[src/rtl/fill_readout_sequencer.sv]
// Readout-side sequencer: once the channel is out of acquisition, service the
// fill header FIFO one fill at a time. For each header, drive the DDR3 reader,
// wait for completion (or timeout), then pop the header.
//
// state     | meaning
// ----------+---------------------------------------------------------------
// IDLE      | waiting for readout permission and a header at the FIFO head
// LATCH     | capture address, burst count and fill number from the header
// ISSUE     | raise enable_reading, clear the read timeout counter
// WAIT_DONE | reader busy; wait for reading_done or timeout
// POP       | drop enable_reading, pop header, pulse fill_done, count fill
// GAP       | wait for reading_done low; lets the FIFO empty flag settle
//
// Register actions in a state take effect on the edge that leaves it, so
// enable_reading is high from WAIT_DONE entry through the POP cycle, and the
// pop / fill_done pulse is visible in the first GAP cycle.
module fill_readout_sequencer #(
    parameter int ADDR_LSB    = 53,
    parameter int CNT_LSB     = 76,
    parameter int FILLNUM_LSB = 0,
    parameter int TIMEOUT_W   = 20
) (
    input  logic         clk125,
    input  logic         reset_clk125,
    input  logic         acq_enabled,
    input  logic         readout_en,
    input  logic         fill_header_fifo_empty,
    input  logic [151:0] fill_header_fifo_out,
    input  logic         reading_done,
    output logic         fill_header_fifo_rd_en,
    output logic [22:0]  ddr3_rd_start_addr,
    output logic [23:0]  ddr3_rd_burst_cnt,
    output logic         enable_reading,
    output logic [23:0]  cur_fill_num,
    output logic         readout_busy,
    output logic         fill_done,
    output logic [15:0]  fills_read,
    output logic         rd_timeout_err
);

    typedef enum logic [2:0] {
        S_IDLE      = 3'd0,
        S_LATCH     = 3'd1,
        S_ISSUE     = 3'd2,
        S_WAIT_DONE = 3'd3,
        S_POP       = 3'd4,
        S_GAP       = 3'd5
    } state_t;

    state_t                 state_q, state_d;
    logic [22:0]            addr_q, addr_d;
    logic [23:0]            cnt_q, cnt_d;
    logic [23:0]            fill_num_q, fill_num_d;
    logic                   en_q, en_d;
    logic                   rd_en_q, rd_en_d;
    logic                   fill_done_q, fill_done_d;
    logic [15:0]            fills_read_q, fills_read_d;
    logic                   err_q, err_d;
    logic [TIMEOUT_W-1:0]   tmo_q, tmo_d;

    logic [22:0]            hdr_addr;
    logic [23:0]            hdr_cnt;
    logic [23:0]            hdr_fill_num;
    logic [TIMEOUT_W-1:0]   tmo_inc;
    logic                   hdr_unused;

    assign hdr_addr     = fill_header_fifo_out[ADDR_LSB +: 23];
    assign hdr_cnt      = fill_header_fifo_out[CNT_LSB +: 24];
    assign hdr_fill_num = fill_header_fifo_out[FILLNUM_LSB +: 24];
    assign tmo_inc      = tmo_q + {{(TIMEOUT_W-1){1'b0}}, 1'b1};
    // Remaining header fields belong to other consumers of the FIFO.
    assign hdr_unused   = ^fill_header_fifo_out;

    // State and output registers; reset leaves the header in the FIFO.
    always_ff @(posedge clk125 or posedge reset_clk125) begin
        if (reset_clk125) begin
            state_q      <= S_IDLE;
            addr_q       <= '0;
            cnt_q        <= '0;
            fill_num_q   <= '0;
            en_q         <= 1'b0;
            rd_en_q      <= 1'b0;
            fill_done_q  <= 1'b0;
            fills_read_q <= '0;
            err_q        <= 1'b0;
            tmo_q        <= '0;
        end else begin
            state_q      <= state_d;
            addr_q       <= addr_d;
            cnt_q        <= cnt_d;
            fill_num_q   <= fill_num_d;
            en_q         <= en_d;
            rd_en_q      <= rd_en_d;
            fill_done_q  <= fill_done_d;
            fills_read_q <= fills_read_d;
            err_q        <= err_d;
            tmo_q        <= tmo_d;
        end
    end

    // Next-state and next-output logic.
    always_comb begin
        state_d      = state_q;
        addr_d       = addr_q;
        cnt_d        = cnt_q;
        fill_num_d   = fill_num_q;
        en_d         = en_q;
        rd_en_d      = 1'b0;
        fill_done_d  = 1'b0;
        fills_read_d = fills_read_q;
        err_d        = err_q;
        tmo_d        = tmo_q;
        case (state_q)
            S_IDLE: begin
                // reading_done must be low so a stale level is never taken
                // as completion of the next read.
                if (!acq_enabled && readout_en && !fill_header_fifo_empty && !reading_done)
                    state_d = S_LATCH;
            end
            S_LATCH: begin
                addr_d     = hdr_addr;
                cnt_d      = hdr_cnt;
                fill_num_d = hdr_fill_num;
                state_d    = (hdr_cnt == 24'd0) ? S_POP : S_ISSUE;
            end
            S_ISSUE: begin
                en_d    = 1'b1;
                tmo_d   = '0;
                state_d = S_WAIT_DONE;
            end
            S_WAIT_DONE: begin
                if (reading_done) begin
                    state_d = S_POP;
                end else begin
                    tmo_d = tmo_inc;
                    if (&tmo_inc) begin
                        err_d   = 1'b1;
                        state_d = S_POP;
                    end
                end
            end
            S_POP: begin
                en_d         = 1'b0;
                rd_en_d      = 1'b1;
                fill_done_d  = 1'b1;
                fills_read_d = fills_read_q + 16'd1;
                state_d      = S_GAP;
            end
            S_GAP: begin
                if (!reading_done)
                    state_d = S_IDLE;
            end
            default: state_d = S_IDLE;
        endcase
    end

    assign fill_header_fifo_rd_en = rd_en_q;
    assign ddr3_rd_start_addr     = addr_q;
    assign ddr3_rd_burst_cnt      = cnt_q;
    assign enable_reading         = en_q;
    assign cur_fill_num           = fill_num_q;
    assign readout_busy           = (state_q != S_IDLE);
    assign fill_done              = fill_done_q;
    assign fills_read             = fills_read_q;
    assign rd_timeout_err         = err_q;

endmodule

[config.mk]
export PLATFORM = sky130hd
export DESIGN_NAME = fill_readout_sequencer
export DESIGN_NICKNAME = d
export VERILOG_FILES = /design/src/rtl/fill_readout_sequencer.sv
export SDC_FILE = /design/constraint.sdc
export NUM_CORES = 1
export LEC_CHECK = 0
export ABC_CLOCK_PERIOD_IN_PS = 6600
export CORE_MARGIN = 2
export CORE_UTILIZATION = 44
export CTS_CLUSTER_SIZE = 25
export DETAILED_ROUTE_END_ITERATION = 6
export MAX_ROUTING_LAYER = met4
export PLACE_DENSITY = 0.86
export SLEW_MARGIN = 20
export SYNTH_ARGS = -nofsm -noshare
export SYNTH_HDL_FRONTEND = slang
export SYNTH_SLANG_ARGS = --single-unit
[constraint.sdc]
create_clock -name clk125 -period 6.6 [get_ports clk125]
set_input_delay 1.32 -clock clk125 [delete_from_list [all_inputs] [get_ports clk125]]
set_output_delay 1.32 -clock clk125 [all_outputs]
set_load 0.005 [all_outputs]
==> metrics.txt <==
Hold EP fills_read[15]; Netlist cell types 48; Syn Nets 588; Fin. Hold Viols 0; share of layout cells above drive strength 1 19.04%; P_leak 0.003034 µW; DRT Wirelength 13530 µm; sequential group share of total power 35.3%; Ports 250; worst r2r src tmo_q[2]; placed inst area 6884 µm²; Final Cycle Share 47.35%; most common cell after layout, fill and taps aside clkdlybuf4s50_1; antenna violations before repair 0; vias in the first global route 4323; P_int between 2000 and 2500 µW; Post-DP HPWL 9338 µm; Avg WL per Cell 18.11 µm; total net switching power slightly above 900 µW; R2R setup slack 4.22 ns; most frequent cells in the layout 168 x clkdlybuf4s50_1, 113 x dfrtp_1, 72 x mux2_2; vias per cell 5.493; clock tree buffer depth 2; Achievable Freq between 0.3 and 0.4 GHz; Resize count post-CTS 0; clk sinks roughly 110; max-cap viol count 0; final instance area 7452 µm²; Avg Cell Area, Syn 11.94 µm²; largest net degree at the start of global routing about 70; Slew Limit Fails 0; Initial Utilization 44.84%; Max IR drop VDD about 340 µV; via count 4103; Cell Area, Synth a little over 5000 µm²; outcome finished clean; final setup violation count 0; GP Congestion roughly 0.86; gr usage total 23.55%; Hold Path Depth 1; YS warnings 0; Total Nets Final 753; Post-Route Setup TNS 0 ns; clock power share 27.2%; DRC Markers 0; global route total overflow 0; first-pass GRT wire length 22220 µm; clock root buffer clkbuf_16; pwr/cell area 426.7 nW/µm²; Synth Register Bits 113; Sw Share 28.60%; worst rel slew slack 38.26%; port buffer count 168; Hold Path Class reg -> reg; CTS tree done; fin crit period 3.125 ns; Num CTS Buffers 17; postcts setup bufs 0; FF-to-FF End rd_timeout_err; TritonRoute pass-1 iters 5; Sequential Area approximately 2800 µm²; Die Height ~110 µm; sequential share of the synthesized area 55.46%; Syn-to-layout area delta 46.16%; Rows 39; Tightest Pin Transition 0.9221 ns; Startpoint Class register; R2R cell count 6; clock transition at the registers of the reported paths about 0.05 ns; area occupied by multi-input gates 2156 µm²; Hold Startpoint fills_read[15]; RSZ-0062 raised after global routing no; ANT nets after route 0; Die Width about 110 µm; critical path class reg -> out; Setup crit end kind primary output; DR iter-0 viols 444; crit path DAT 1.80 ns; Mapped Cells 427; FILL cells 826; H-tree Lvls 4; Final Util 65.54%; die area 12460 µm²; CP Data Required Time 5.28 ns; Ant. Diodes 0; clk_lat worst skew about 0.42 ns; # hold bufs at CTS 0; CORE AREA 11370 µm²; crit-path max FO 13; Max Clock Skew 0.01291 ns; Comb power frac 37.4%
[kinds of logic after synthesis]
group / count (synthesis) / share of synthesized area [%]
simple gates: 122 / 14.23
flops: 113 / 55.46
mux: 72 / 15.90
compound gates: 68 / 7.902
buf+inv: 30 / 2.503
xor+xnor: 19 / 3.264
fa+ha+maj: 3 / 0.7363
[critical path, cell delays in order (launching register included)]
cell and delay, ns:
dfrtp_1 0.52, or3_1 0.43, clkdlybuf4s50_1 0.45
[per-layer routing]
layer  track usage [%]  part of all wire, %  vias up
li1                  -                    -     1886
met1             27.19                   39     1993
met2             37.41                   50      194
met3             7.839                  8.0       30
met4             10.70                  2.7        0
met5                 -                    0        -
[power groups by stage]
| stage | registers, µW | logic [µW] | clock network [µW] |
|---|---|---|---|
| 6_report | 1120 | 1190 | 866 |
| 5_1_grt | 1160 | 1280 | 916 |
| 4_1_cts | 1120 | 1200 | 883 |
| 3_5_place_dp | 1130 | 1190 | 0 |
| 3_3_place_gp | 1100 | 1150 | 0 |
| 2_1_floorplan | 1110 | 534 | 0 |
[worst max-delay path by stage]
stage	endpoint	cells past startpoint	from	slack [ns]
final	readout_busy	2	state_q[1]	3.48
after global routing	readout_busy	2	state_q[1]	3.41
after CTS	readout_busy	2	state_q[1]	3.46
after detailed placement	tmo_q[8]	3	reading_done	3.31
after global placement	tmo_q[8]	3	reading_done	3.41
after floorplan	cur_fill_num[0]	1	reset_clk125	2.29
[registers in the layout, indices dropped and copies added (netlist names)]
signal	flops
fills_read	16
ddr3_rd_start_addr	23
rd_timeout_err	1
state_q	3
enable_reading	1
cur_fill_num	24
tmo_q	20
ddr3_rd_burst_cnt	24
fill_done	1
[synth_stat cells, drive strengths merged]
library cell    n  area, µm²
a21bo           1      10.01
o31ai           6      45.04
clkbuf         16      61.30
and2            3      18.77
mux2           72      810.8
a31oi           9      56.30
nand4b          4      35.03
nor4b           1      8.760
nor2           23      86.33
nand4          18      133.9
nand3b          5      37.54
a211oi          2      15.01
nand2          25      93.84
o21ai          31      155.2
inv             6      22.52
a2111oi         1      8.760
and3            2      12.51
o211ai          4      30.03
nor4           10      98.84
nor2b           4      25.02
a31o            1      8.760
and4            3      27.53
dfrtp         113       2828
a21boi          1      7.510
and3b           1      8.760
a21o            1      7.510
nand3          11      60.06
o41ai           1      8.760
or3             3      18.77
ha              3      37.54
nor3            7      40.04
a21oi          10      50.05
nor3b           2      20.02
buf             8      43.78
xor2            9      78.83
xnor2          10      87.58
[metrics by stage]
stage          std cells  hold slack (ns)  total power (µW)  worst slack, ns
6_report             747           0.4676              3180            3.475
3_5_place_dp         716           0.4611              2318            3.314
5_1_grt              747           0.4997              3358            3.407
2_1_floorplan        427           0.4507              1643            2.293
3_3_place_gp         716           0.4612              2258            3.413
4_1_cts              747           0.4716              3211            3.457
[final cells by class]
class | count | share of cell area, %
clock buffer | 23 | 6.548
clock inverter | 8 | 1.075
inverter | 6 | 0.3358
multi-input combinational | 284 | 28.93
sequential | 113 | 37.94
tap | 143 | 2.401
timing repair buffer | 170 | 22.77
Power figures use the tool's default switching activity.
